### config.mk
export PLATFORM = sky130hd
export DESIGN_NAME = hci_core_rr_arbiter
export DESIGN_NICKNAME = d
export VERILOG_FILES = /design/src/rtl/hci_core_rr_arbiter_pkg.sv /design/src/rtl/hci_core_id_fifo.sv /design/src/rtl/hci_core_rr_arbiter.sv
export SDC_FILE = /design/constraint.sdc
export NUM_CORES = 1
export LEC_CHECK = 0
export CORE_AREA = 2 2 175 177
export CTS_BUF_LIST = sky130_fd_sc_hd__clkbuf_4 sky130_fd_sc_hd__clkbuf_8
export DETAILED_ROUTE_END_ITERATION = 10
export DIE_AREA = 0 0 177 179
export SLEW_MARGIN = 20
export SYNTH_ARGS = -nofsm -noshare
export SYNTH_HDL_FRONTEND = slang
export SYNTH_SLANG_ARGS = --single-unit
### constraint.sdc
create_clock -name clk_i -period 7.2 [get_ports clk_i]
set_input_delay 1.8 -clock clk_i [delete_from_list [all_inputs] [get_ports clk_i]]
set_output_delay 1.8 -clock clk_i [all_outputs]
set_load 0.02 [all_outputs]
### src/rtl/hci_core_rr_arbiter_pkg.sv
// Shared types and defaults for the hci_core round-robin arbiter slice.
package hci_core_rr_arbiter_pkg;

    localparam int unsigned DEFAULT_DW              = 32;
    localparam int unsigned DEFAULT_BW              = 8;
    localparam int unsigned DEFAULT_AW              = 32;
    localparam int unsigned DEFAULT_UW              = 1;
    localparam int unsigned DEFAULT_MAX_OUTSTANDING = 8;

    // Width of the outstanding counter field in the flags word.
    localparam int unsigned OST_W = $clog2(DEFAULT_MAX_OUTSTANDING) + 1;

    typedef struct packed {
        logic [OST_W-1:0] outstanding;
        logic             full;
        logic             empty;
        logic             err;
    } arb_flags_t;

    // Physical user width: a zero-width user field still needs one wire.
    function automatic int unsigned uw_eff(input int unsigned uw);
        return (uw > 0) ? uw : 1;
    endfunction

    // (a + b) wrapped into 0..n-1, assuming a, b < n.
    function automatic int unsigned wrap_add(input int unsigned a,
                                             input int unsigned b,
                                             input int unsigned n);
        int unsigned s;
        s = a + b;
        return (s >= n) ? (s - n) : s;
    endfunction

endpackage

### src/rtl/hci_core_id_fifo.sv
// Flop-based FIFO of requester IDs for in-order response routing.
module hci_core_id_fifo
    import hci_core_rr_arbiter_pkg::*;
#(
    parameter int unsigned IDW   = 2,
    parameter int unsigned DEPTH = 8
) (
    input  logic                       clk_i,
    input  logic                       rst_i,
    input  logic                       clear_i,
    input  logic                       push_i,
    input  logic [IDW-1:0]             id_i,
    input  logic                       pop_i,
    output logic [IDW-1:0]             id_o,
    output logic                       full_o,
    output logic                       empty_o,
    output logic [$clog2(DEPTH):0]     count_o
);

    localparam int unsigned PW = $clog2(DEPTH);

    logic [IDW-1:0] mem_q [DEPTH];
    logic [PW-1:0]  wr_ptr_q, wr_ptr_d;
    logic [PW-1:0]  rd_ptr_q, rd_ptr_d;
    logic [PW:0]    cnt_q, cnt_d;
    logic           do_push, do_pop;

    assign full_o  = (cnt_q == (PW+1)'(DEPTH));
    assign empty_o = (cnt_q == '0);
    assign count_o = cnt_q;
    assign id_o    = mem_q[rd_ptr_q];
    assign do_push = push_i & ~full_o;
    assign do_pop  = pop_i & ~empty_o;

    // Next pointers and occupancy; pointers wrap naturally (power-of-2 depth).
    always_comb begin
        wr_ptr_d = wr_ptr_q;
        rd_ptr_d = rd_ptr_q;
        cnt_d    = cnt_q;
        if (do_push) wr_ptr_d = wr_ptr_q + PW'(1);
        if (do_pop)  rd_ptr_d = rd_ptr_q + PW'(1);
        case ({do_push, do_pop})
            2'b10:   cnt_d = cnt_q + (PW+1)'(1);
            2'b01:   cnt_d = cnt_q - (PW+1)'(1);
            default: cnt_d = cnt_q;
        endcase
    end

    // Pointer/counter registers.
    always_ff @(posedge clk_i or posedge rst_i) begin
        if (rst_i) begin
            wr_ptr_q <= '0;
            rd_ptr_q <= '0;
            cnt_q    <= '0;
        end else if (clear_i) begin
            wr_ptr_q <= '0;
            rd_ptr_q <= '0;
            cnt_q    <= '0;
        end else begin
            wr_ptr_q <= wr_ptr_d;
            rd_ptr_q <= rd_ptr_d;
            cnt_q    <= cnt_d;
        end
    end

    // ID storage; contents are only meaningful while counted.
    always_ff @(posedge clk_i) begin
        if (do_push) mem_q[wr_ptr_q] <= id_i;
    end

endmodule

### src/rtl/hci_core_rr_arbiter.sv
// Round-robin arbiter sharing one hci_core master port between NB_REQ requesters,
// with in-order response routing through an outstanding-ID FIFO.
module hci_core_rr_arbiter
    import hci_core_rr_arbiter_pkg::*;
#(
    parameter int unsigned NB_REQ          = 4,
    parameter int unsigned MAX_OUTSTANDING = DEFAULT_MAX_OUTSTANDING,
    parameter int unsigned DW              = DEFAULT_DW,
    parameter int unsigned BW              = DEFAULT_BW,
    parameter int unsigned AW              = DEFAULT_AW,
    parameter int unsigned UW              = DEFAULT_UW,
    parameter int unsigned IDW             = $clog2(NB_REQ)
) (
    input  logic                     clk_i,
    input  logic                     rst_i,
    input  logic                     clear_i,
    // requester ports
    input  logic [NB_REQ-1:0]        slv_req_i,
    output logic [NB_REQ-1:0]        slv_gnt_o,
    input  logic [AW-1:0]            slv_add_i   [NB_REQ],
    input  logic [NB_REQ-1:0]        slv_wen_i,
    input  logic [DW-1:0]            slv_data_i  [NB_REQ],
    input  logic [DW/BW-1:0]         slv_be_i    [NB_REQ],
    input  logic [uw_eff(UW)-1:0]    slv_user_i  [NB_REQ],
    output logic [NB_REQ-1:0]        slv_r_valid_o,
    output logic [DW-1:0]            slv_r_data_o,
    output logic [uw_eff(UW)-1:0]    slv_r_user_o,
    input  logic [NB_REQ-1:0]        slv_lrdy_i,
    // shared downstream port
    output logic                     mst_req_o,
    input  logic                     mst_gnt_i,
    output logic [AW-1:0]            mst_add_o,
    output logic                     mst_wen_o,
    output logic [DW-1:0]            mst_data_o,
    output logic [DW/BW-1:0]         mst_be_o,
    output logic [DW/BW-1:0]         mst_boffs_o,
    output logic [uw_eff(UW)-1:0]    mst_user_o,
    input  logic                     mst_r_valid_i,
    input  logic [DW-1:0]            mst_r_data_i,
    input  logic [uw_eff(UW)-1:0]    mst_r_user_i,
    output logic                     mst_lrdy_o,
    output arb_flags_t               flags_o
);

    localparam int unsigned CW = $clog2(MAX_OUTSTANDING) + 1;

    logic [IDW-1:0] rr_q, rr_d;
    logic           err_q, err_d;
    logic [IDW-1:0] winner;
    logic           any_req;
    logic           handshake;
    logic           id_full, id_empty, id_pop;
    logic [IDW-1:0] head_id;
    logic [CW-1:0]  id_count;

    // Priority scan starting at the rr pointer, wrapping at NB_REQ-1.
    always_comb begin
        winner  = '0;
        any_req = 1'b0;
        for (int unsigned k = 0; k < NB_REQ; k++) begin
            if (!any_req && slv_req_i[IDW'(wrap_add(int'(rr_q), k, NB_REQ))]) begin
                winner  = IDW'(wrap_add(int'(rr_q), k, NB_REQ));
                any_req = 1'b1;
            end
        end
    end

    assign mst_req_o   = any_req & ~id_full;
    assign handshake   = mst_req_o & mst_gnt_i;
    assign mst_add_o   = slv_add_i[winner];
    assign mst_wen_o   = slv_wen_i[winner];
    assign mst_data_o  = slv_data_i[winner];
    assign mst_be_o    = slv_be_i[winner];
    assign mst_boffs_o = '0;

    if (UW > 0) begin : g_user
        assign mst_user_o   = slv_user_i[winner];
        assign slv_r_user_o = mst_r_user_i;
    end else begin : g_nouser
        assign mst_user_o   = '0;
        assign slv_r_user_o = '0;
    end

    assign slv_r_data_o = mst_r_data_i;

    // Grant and response demux: only the winner sees gnt, only the head ID sees r_valid.
    always_comb begin
        slv_gnt_o     = '0;
        slv_r_valid_o = '0;
        for (int unsigned i = 0; i < NB_REQ; i++) begin
            slv_gnt_o[i]     = handshake & (winner == IDW'(i));
            slv_r_valid_o[i] = mst_r_valid_i & ~id_empty & (head_id == IDW'(i));
        end
    end

    assign mst_lrdy_o = id_empty ? 1'b1 : slv_lrdy_i[head_id];
    assign id_pop     = mst_r_valid_i & mst_lrdy_o & ~id_empty;

    // Pointer advances past the winner only on an accepted transfer; err is sticky.
    always_comb begin
        rr_d  = handshake ? IDW'(wrap_add(int'(winner), 1, NB_REQ)) : rr_q;
        err_d = err_q | (mst_r_valid_i & id_empty);
    end

    // Arbiter state registers.
    always_ff @(posedge clk_i or posedge rst_i) begin
        if (rst_i) begin
            rr_q  <= '0;
            err_q <= 1'b0;
        end else if (clear_i) begin
            rr_q  <= '0;
            err_q <= 1'b0;
        end else begin
            rr_q  <= rr_d;
            err_q <= err_d;
        end
    end

    hci_core_id_fifo #(
        .IDW   (IDW),
        .DEPTH (MAX_OUTSTANDING)
    ) i_id_fifo (
        .clk_i   (clk_i),
        .rst_i   (rst_i),
        .clear_i (clear_i),
        .push_i  (handshake),
        .id_i    (winner),
        .pop_i   (id_pop),
        .id_o    (head_id),
        .full_o  (id_full),
        .empty_o (id_empty),
        .count_o (id_count)
    );

    assign flags_o.outstanding = OST_W'(id_count);
    assign flags_o.full        = id_full;
    assign flags_o.empty       = id_empty;
    assign flags_o.err         = err_q;

endmodule

==> summary.txt, run 1 <==
Synthesis
  – Synth Instances: roughly 640
  – Sequential area share after synthesis: 0.2013
  – Primary FF master, synth: edfxtp_1
  – Syn Area/Cell: between 6 and 7 µm²
  – Ranking of synthesized cells by area: nand2_1 (27%), edfxtp_1 (12%), and3_1 (12%), a31oi_1 (11%), dfrtp_1 (8.1%)
  – Warnings, synthesis: 0
  – Synth top cells by count: nand2_1 (289), and3_1 (75), a31oi_1 (70)
  – Yosys cell types: 41
  – Async SR Flop Fraction: 0.4483
  – Largest area contributor in the netlist: nand2_1
  – Post-synthesis register bit count: 29
  – Top-area cell type share of the netlist area: 0.2710
  – Mapped Area: 4003 µm²
  – Number of flops mapped to enable cells by yosys: 16
  – Count leader, synth: nand2_1

STA
  – Max-slew headroom: 0.4374
  – Unrepaired setup endpoints after global routing: false
  – Clock Skews: between 0.007 and 0.008 ns
  – Final Hold Violating Endpoints: 0
  – Final setup viols: 0
  – Fin crit share: 0.8861
  – Final min period: around 6.4 ns
  – Setup TNS: 0 ns
  – Slew @ Worst Pin: ~0.84 ns
  – Max Slew Vio Count: 0
  – FMAX: between 150 and 200 MHz

Global route
  – Grt ovf: 0
  – Largest net degree at the start of global routing: 84
  – Vias in the first global route: between 5000 and 6000
  – Overall Global Routing Usage: 0.1165
  – Initial antenna violation count: 2
  – First-pass GRT wire length: about 29000 µm

Die
  – Die ar.: roughly 32000 µm²
  – Die width: about 180 µm
  – Initial Util: 0.1333
  – DIE HEIGHT: approximately 180 µm
  – Placeable Area: around 30000 µm²
  – Boundary pin count: 450
  – Row Count: 64

Critical path
  – CP Capture Type: primary output
  – Setup CP Type: primary input to primary output
  – Crit Path Max Fanout: 45
  – Max stage delay on crit path: between 0.6 and 0.7 ns
  – Worst EP required: between 5 and 6 ns
  – Setup slack, reg-to-reg: about 3.6 ns
  – CP arrival: 4.58 ns
  – Cells along the critical path: clkdlybuf4s50_1, a21oi_1, o21a_1, o22a_4, inv_4, buf_12, buf_12, nand2_1, and3_1, a31oi_1, clkdlybuf4s50_1
  – Slowest stage cell on the critical path: clkdlybuf4s50_1
  – Worst setup SP type: primary input

Clocking
  – Clk root buf: clkbuf_8
  – Hold-fix buffers, CTS: 0
  – # clock sinks: 29
  – Total CTS buffers: 5
  – CTS tree: built
  – Clk_lat worst skew: 0.28 ns
  – Total setup buffers inserted after CTS: 0
  – Worst-path clk slew: roughly 0.06 ns
  – CTS HTree Levels: 2
  – PostCTS Resize Cnt: 0
  – Clock tree buffer depth: 2

Power
  – Pleak: ~3.3 nW
  – Total power: approximately 1.3 mW
  – Switching share of power: 0.4265
  – Comb power frac: 0.730
  – Clock power frac: 0.104
  – IR drop worst, VDD: about 0.068 mV
  – Int Pwr: approximately 0.75 mW
  – Cell Pwr Density: between 150 and 200 nW/µm²
  – Sequential power share: 0.166
  – Psw: 0.5571 mW

Layout
  – Synthesis-to-finish area growth: 101.1%
  – Nets: between 1000 and 1500
  – Share of cells above drive strength 1: 0.03040

Job
  – # Max-Cap Violations: 0

Place
  – PortBufs: between 300 and 400
  – RePlAce Congestion: about 0.79
  – Post-DP HPWL: 16550 µm

Routing
  – Routed wire per std cell: ~15 µm
  – Vias per cell: 4.159
  – Final wirelength: 20550 µm
  – Via count: between 5000 and 6000
  – Drt initial violations: approximately 300
  – TritonRoute pass-1 iters: 5
  – DRC viols: 0
  – Post-DRT Antenna Nets: 0

Worst hold path
  – Hold crit path type: register to register

Status
  – Status: complete, no violations
[stage by stage]
stage / setup WS (ns) / cells / cell area (µm²) / util / hold WS, ns
detailed placement: 0.7853 / 1342 / 7955 / 0.2649 / 0.4896
finish: 0.8199 / 1351 / 8049 / 0.2680 / 0.4992
floorplan: 1.823 / 645 / 4014 / - / 0.4637
CTS: 0.7446 / 1350 / 8046 / 0.2680 / 0.5054
global placement: 0.8072 / 1342 / 7955 / 0.2649 / 0.4782
global route: 0.6237 / 1351 / 8049 / 0.2680 / 0.5529
[per-layer routing]
| metal | vias to the layer above | global-route usage | wire (µm) |
|---|---|---|---|
| li1 | 2757 | - | - |
| met1 | 2563 | 0.1446 | 8245 |
| met2 | 279 | 0.1942 | 9842 |
| met3 | 18 | 0.03880 | 2085 |
| met4 | 2 | 0.02720 | 365 |
| met5 | - | 0 | 13 |
[logic make-up after synthesis]
kind of cell               count (synthesis)  synth area share
other                                      1         0.0009369
adders and majority gates                  9           0.03001
DFF                                       29            0.2013
and+or+nand+nor                          404            0.4442
xor gates and xnor gates                   5           0.01094
AOI/OAI and AO/OA                         87            0.1341
muxes                                     13           0.04876
buffers and inverters                     94            0.1297
[cell type report]
type | count | area (µm²)
fillers | 3324 | 21980
repair buffers | 391 | 3934
multi-input cells | 522 | 2703
flip-flops and latches | 29 | 805.8
well taps | 396 | 495.5
clock buffers | 6 | 82.58
inverters | 4 | 17.52
clock inverters | 2 | 8.758
diodes | 1 | 2.502
[power by group through the flow]
stage	clock, mW	sequential (mW)	combinational [mW]
after floorplan	0	0.218	0.507
after global placement	0	0.220	0.958
after detailed placement	0	0.220	0.962
after CTS	0.138	0.217	0.968
after global routing	0.146	0.220	1.03
final	0.135	0.217	0.954
[layout by cell type, fill, tap and decap left out, types with 4 or more instances in the layout]
master	count
dfrtp_1	13
buf_4	8
a21oi_1	9
nor2_1	14
conb_1	4
nand2_1	289
a31oi_1	70
nor3_1	5
clkdlybuf4s50_1	379
clkbuf_8	6
edfxtp_1	16
mux2_1	4
and3_1	75
ha_1	8
buf_12	4
nor3b_1	4
[flip-flops by register name, indices dropped and copies added, names as in the netlist]
signal / cells
i_id_fifo.rd_ptr_q: 3
rr_q: 2
i_id_fifo.count_o: 4
err_q: 1
i_id_fifo.mem_q: 16
i_id_fifo.wr_ptr_q: 3
[worst max-delay path, delay by kind of cell]
| family | cells | cell delay (ns) |
|---|---|---|
| buf+inv | 5 | 1.79 |
| compound gates | 4 | 0.70 |
| simple gates | 2 | 0.23 |
[path summary, 6_finish.rpt]
path	depth (start not counted)	startpoint	endpoint
max	11	slv_req_i[0]	mst_data_o[9]
max reg2reg	9	i_id_fifo.rd_ptr_q[0]	i_id_fifo.count_o[3]
min reg2reg	2	err_q	err_q
min in group asynchronous	2	rst_i	err_q
min	2	err_q	err_q
max in group asynchronous	2	rst_i	i_id_fifo.wr_ptr_q[0]
No activity file was read; power rests on OpenSTA's default activity.
==> run 2: changes to the inputs <==
- SKIP_LAST_GASP: default -> 1
==> results of run 2 <==
The final DEF is identical to that of run 1; final timing and power are the same.
==> patch 1: new RTL, settings of run 1 <==
Make the reset (`rst_i`) synchronous in 2 clocked blocks.
--- a/src/rtl/hci_core_id_fifo.sv
+++ b/src/rtl/hci_core_id_fifo.sv
@@ -48,5 +48,5 @@
 
     // Pointer/counter registers.
-    always_ff @(posedge clk_i or posedge rst_i) begin
+    always_ff @(posedge clk_i) begin
         if (rst_i) begin
             wr_ptr_q <= '0;
--- a/src/rtl/hci_core_rr_arbiter.sv
+++ b/src/rtl/hci_core_rr_arbiter.sv
@@ -104,5 +104,5 @@
 
     // Arbiter state registers.
-    always_ff @(posedge clk_i or posedge rst_i) begin
+    always_ff @(posedge clk_i) begin
         if (rst_i) begin
             rr_q  <= '0;
Function: differs if rst_i is asserted again (counterexample within 4 cycles, from zero or initial values and one cycle with rst_i high); with rst_i held inactive, the same outputs for 4 cycles.
==> patch 1 against run 1 <==
- clock skew is 0.0043 ns lower
- total power is 27% lower
- area after synthesis is 3.0% higher
- wire length is 5.1% higher
- final area is 2.8% higher
- sequential cell count is 3 higher
- worst setup slack better by 0.11 ns
- core utilization is 0.75 points higher
==> patch 1: results (changes against run 1) <==
max reg flops 16 (unchanged); Area contributors post-synth mux2i_1 (52%), edfxtp_1 (12%), dfxtp_1 (7.8%) (was nand2_1 (27%), edfxtp_1 (12%), and3_1 (12%)); hold endpoint err_q (unchanged); Reg-to-Reg End i_id_fifo.count_o[2] (was i_id_fifo.count_o[3]); critical path arrival 4.47 ns (was 4.58 ns); vias in the first global route 4,213 (was 5,157); Mean Syn Cell Area 9.80 µm² (was 6.23 µm²); FFs w/ async S/R, synth 0% (was 44.8%); Worst path max stage delay 0.65 ns (was 0.63 ns); synth cell count leaders mux2i_1 (213), buf_4 (41), dfxtp_1 (16), edfxtp_1 (16), nor2_1 (16) (was nand2_1 (289), and3_1 (75), a31oi_1 (70)); first drt pass iteration count 4 (was 5); Pint 624 µW (was 749 µW); Seq/Total Area, Yosys 19.4% (was 20.1%); first-pass GRT wire length 28.2 mm (was 29.2 mm); Fillers 3,152 (was 3,324); global-route usage over all layers 12.2% (was 11.6%); Biggest register i_id_fifo.mem_q (unchanged); postcts setup bufs 0 (unchanged); nets 1,090 (was 1,288); Critical Path Slowest Stage Cell clkdlybuf4s50_1 (unchanged); status completed (unchanged); drt first-iter violations 120 (was 299); initial antenna violation count 4 (was 2); critical path's top delay family buffers and inverters (unchanged); Max VDD drop 0.0000526 V (was 0.0000676 V); layout cells sized above 1 3.97% (was 3.04%); synth unique cells 45 (was 41); RD Place Congestion 0.750 (was 0.790); pin count of the biggest net entering global routing 46 (was 84); HP Start err_q (unchanged); FF-to-FF path depth 11 (was 9); worst relative slew slack 42.8% (was 43.7%); Worst Skew 0.00293 ns (was 0.00726 ns); routed via count 4,424 (was 5,619); static leakage 0.00366 µW (was 0.00333 µW); routed wire length 21.6 mm (was 20.6 mm); DR vias/cell 3.83 (was 4.16)
-- patch 1: changes by cell type after synthesis, moves of 13 or more --
cell / delta
dfxtp_1: +16
dfrtp_1: -13
and3_1: -74
clkbuf_1: -36
a31oi_1: -69
mux2i_1: +210
nand2_1: -277
-- patch 1: power groups by stage --
stage | Sequential, µW | Clock, µW | Combinational [µW]
3_5_place_dp | 204 | 0 | 624
3_3_place_gp | 204 | 0 | 623
4_1_cts | 200 | 143 | 628
2_1_floorplan | 203 | 0 | 305
5_1_grt | 201 | 152 | 660
6_report | 200 | 138 | 619
-- patch 1: cell type report --
class | count | share of cell area [%]
Timing Repair Buffer | 393 | 47.9
Multi-Input combinational cell | 317 | 35.1
Sequential cell | 32 | 9.68
Tap cell | 396 | 5.99
Clock buffer | 7 | 1.01
Inverter | 6 | 0.272
Antenna cell | 2 | 0.0605
Clock inverter | 1 | 0.0454
-- patch 1: layer usage --
metal  GRT usage, %  part of all wire, %  up-vias  routed length [µm]
li1               -                    -     2170                   -
met1           14.6                   39     1998                8460
met2           18.5                   46      238                9870
met3           7.91                   14       14                3060
met4           2.20                 0.87        4                 188
met5              0                 0.13        -                  27
-- patch 1: worst min-delay path, delay by kind of cell (launching register included) --
kind	cells	cell delay, ns
compound gates	1	0.04
simple gates	1	0.07
flops	1	0.33
-- patch 1: through the flow --
step	cell area (µm²)	util (%)	setup WS, ns	power [µW]	hold slack (ns)
2_1_floorplan	4140	-	1.88	508	0.438
3_3_place_gp	8180	27.2	0.932	827	0.451
3_5_place_dp	8180	27.2	0.950	828	0.463
4_1_cts	8270	27.5	0.931	971	0.479
5_1_grt	8270	27.5	0.810	1010	0.505
6_report	8270	27.6	0.927	957	0.470
-- patch 1: logic make-up (layout without fill, tap and decap cells) --
group	Yosys count	in the layout	synth area share, %
AOI/OAI and AO/OA	21	21	3.16
xor gates and xnor gates	5	5	1.06
adders and majority gates	9	9	2.73
buffers and inverters	75	407	11.0
DFF	32	32	19.4
muxes	222	222	55.5
other	1	6	0.0909
and+or+nand+nor	56	56	7.04
-- patch 1: worst max path at each step --
stage / end / slack (ns) / depth (start not counted)
after floorplan: slv_gnt_o[2] / 1.88 / 8
after global routing: mst_user_o / 0.81 / 8
after global placement: mst_data_o[23] / 0.93 / 8
after CTS: mst_user_o / 0.93 / 8
final: mst_data_o[23] / 0.93 / 8
after detailed placement: mst_user_o / 0.95 / 8
==> patch 2: new RTL, settings of run 1 <==
Made on the original files. Change the package constant `DEFAULT_MAX_OUTSTANDING` from 8 to 16.
--- a/src/rtl/hci_core_rr_arbiter_pkg.sv
+++ b/src/rtl/hci_core_rr_arbiter_pkg.sv
@@ -6,5 +6,5 @@
     localparam int unsigned DEFAULT_AW              = 32;
     localparam int unsigned DEFAULT_UW              = 1;
-    localparam int unsigned DEFAULT_MAX_OUTSTANDING = 8;
+    localparam int unsigned DEFAULT_MAX_OUTSTANDING = 16;
 
     // Width of the outstanding counter field in the flags word.
Interface: changed (resized flags_o); port bits go from 450 to 451. No check against the original RTL was run, so the function may have changed too.
==> patch 2 against run 1 <==
- sequential cell count rose by 19
- area after synthesis increased by 28%
- worst setup slack lost 0.026 ns
- wire length up 20%
- critical path depth stayed put
- total power is 20% higher
- final area is 14% higher
- cell count grew 7.1%
- count of clock-buffer cells in the layout decreased by 1
==> patch 2: results (changes against run 1) <==
layout cells sized above 1 4.29% (was 3.04%); reg2reg start i_id_fifo.rd_ptr_q[0] (unchanged); Max VDD drop 0.0000832 V (was 0.0000676 V); synth unique cells 58 (was 41); RD Place Congestion 0.828 (was 0.790); max-cap viol count 0 (unchanged); Worst Skew 0.00841 ns (was 0.00726 ns); synth cell count leaders nand2_1 (299), and3_1 (74), a31oi_1 (71) (was nand2_1 (289), and3_1 (75), a31oi_1 (70)); H-tree levels 2 (unchanged); critical path arrival 4.61 ns (was 4.58 ns); top_reg_cell synth edfxtp_1 (unchanged); post-place instance area 9070 µm² (was 7960 µm²); Worst path max stage delay 0.69 ns (was 0.63 ns); Avg WL per Cell 17.1 µm (was 15.2 µm); initial antenna violation count 3 (was 2); drt first-iter violations 244 (was 299); nets 1,387 (was 1,288); routed wire length 24.7 mm (was 20.6 mm); number of synthesized flops with an enable pin 32 (was 16); Area contributors post-synth nand2_1 (22%), edfxtp_1 (19%), and3_1 (9.0%) (was nand2_1 (27%), edfxtp_1 (12%), and3_1 (12%)); Gate Count Post-Synth 742 (was 642); first drt pass iteration count 5 (unchanged); postcts setup bufs 0 (unchanged); pin count of the biggest net entering global routing 90 (was 84); Critical path origin slv_req_i[0] (unchanged); vias in the first global route 6,354 (was 5,157); Synth warnings 0 (unchanged); post-detail-place hpwl 19.7 mm (was 16.6 mm); HP Class reg -> reg (unchanged); Worst Max-Slew Pin Slew 0.798 ns (was 0.836 ns); status completed (unchanged); Seq/Total Area, Yosys 26.6% (was 20.1%); cell depth of the worst hold path 2 (unchanged); Longest Clk Path Bufs 2 (unchanged); static leakage 0.00372 µW (was 0.00333 µW); global-route usage over all layers 14.8% (was 11.6%); clock root cell clkbuf_8 (unchanged); HP Start err_q (unchanged); DR vias/cell 4.38 (was 4.16); Biggest register i_id_fifo.mem_q (unchanged); CTS buffer count 5 (unchanged); critical path's top delay family buffers and inverters (unchanged); post-cts resize count 0 (unchanged); critical path peak fanout 26 (was 45); worst skew pair latency 0.31 ns (was 0.28 ns); clk slew on worst S/H paths 0.09 ns (was 0.06 ns); FFs w/ async S/R, synth 33.3% (was 44.8%); FF-to-FF path depth 13 (was 9); Critical Path Slowest Stage Cell clkdlybuf4s50_1 (unchanged); max reg flops 32 (was 16); Setup CP Type in -> out (unchanged); first-pass GRT wire length 36.4 mm (was 29.2 mm); WP buf/inv 5 (unchanged); port bufs 380 (was 379); pre-CTS setup slack 0.819 ns (was 0.785 ns)
## patch 2: worst paths after layout
| check | endpoint | slack [ns] |
|---|---|---|
| worst max-delay path | mst_add_o[16] | 0.79 |
| worst min-delay path | err_q | 0.51 |
| worst max register to register | i_id_fifo.count_o[4] | 3.13 |
| worst min register to register | err_q | 0.51 |
| max in group asynchronous | rr_q[0] | 4.87 |
| min in group asynchronous | i_id_fifo.wr_ptr_q[2] | 1.89 |
## patch 2: final cells by class
class / count / area, µm²
well taps: 396 / 495
multi-input cells: 589 / 3200
repair buffers: 389 / 3960
diodes: 2 / 5.00
inverters: 15 / 58.8
clock buffers: 5 / 68.8
clock inverters: 3 / 26.3
fillers: 3227 / 20900
flip-flops and latches: 48 / 1360
## patch 2: routing by layer
| metal | global-route usage (%) | vias to the layer above | share of wire (%) |
|---|---|---|---|
| met5 | 0 | - | 0.053 |
| met4 | 3.06 | 2 | 1.5 |
| met3 | 3.92 | 20 | 7.7 |
| met2 | 25.3 | 243 | 50 |
| met1 | 18.6 | 2970 | 41 |
| li1 | - | 3109 | - |
## patch 2: cell families (layout without fill, tap and decap cells)
family                   after synthesis  in the layout  share of synthesized area [%]
buffers and inverters                108            412                           11.6
flip-flops                            48             48                           26.6
XOR/XNOR                               8              8                           1.37
AO/OA/AOI/OAI                        109            109                           14.5
other                                  1              6                         0.0732
adder cells (fa/ha/maj)               13             13                           3.32
multiplexers                          18             18                           4.96
AND/OR/NAND/NOR                      437            437                           37.6
## patch 2: where the power goes
| group | internal [µW] | total, µW | switching [µW] |
|---|---|---|---|
| combinational | 516 | 1060 | 539 |
| sequential | 317 | 343 | 26.8 |
| clock | 71.4 | 167 | 95.6 |
| total | 905 | 1570 | 662 |
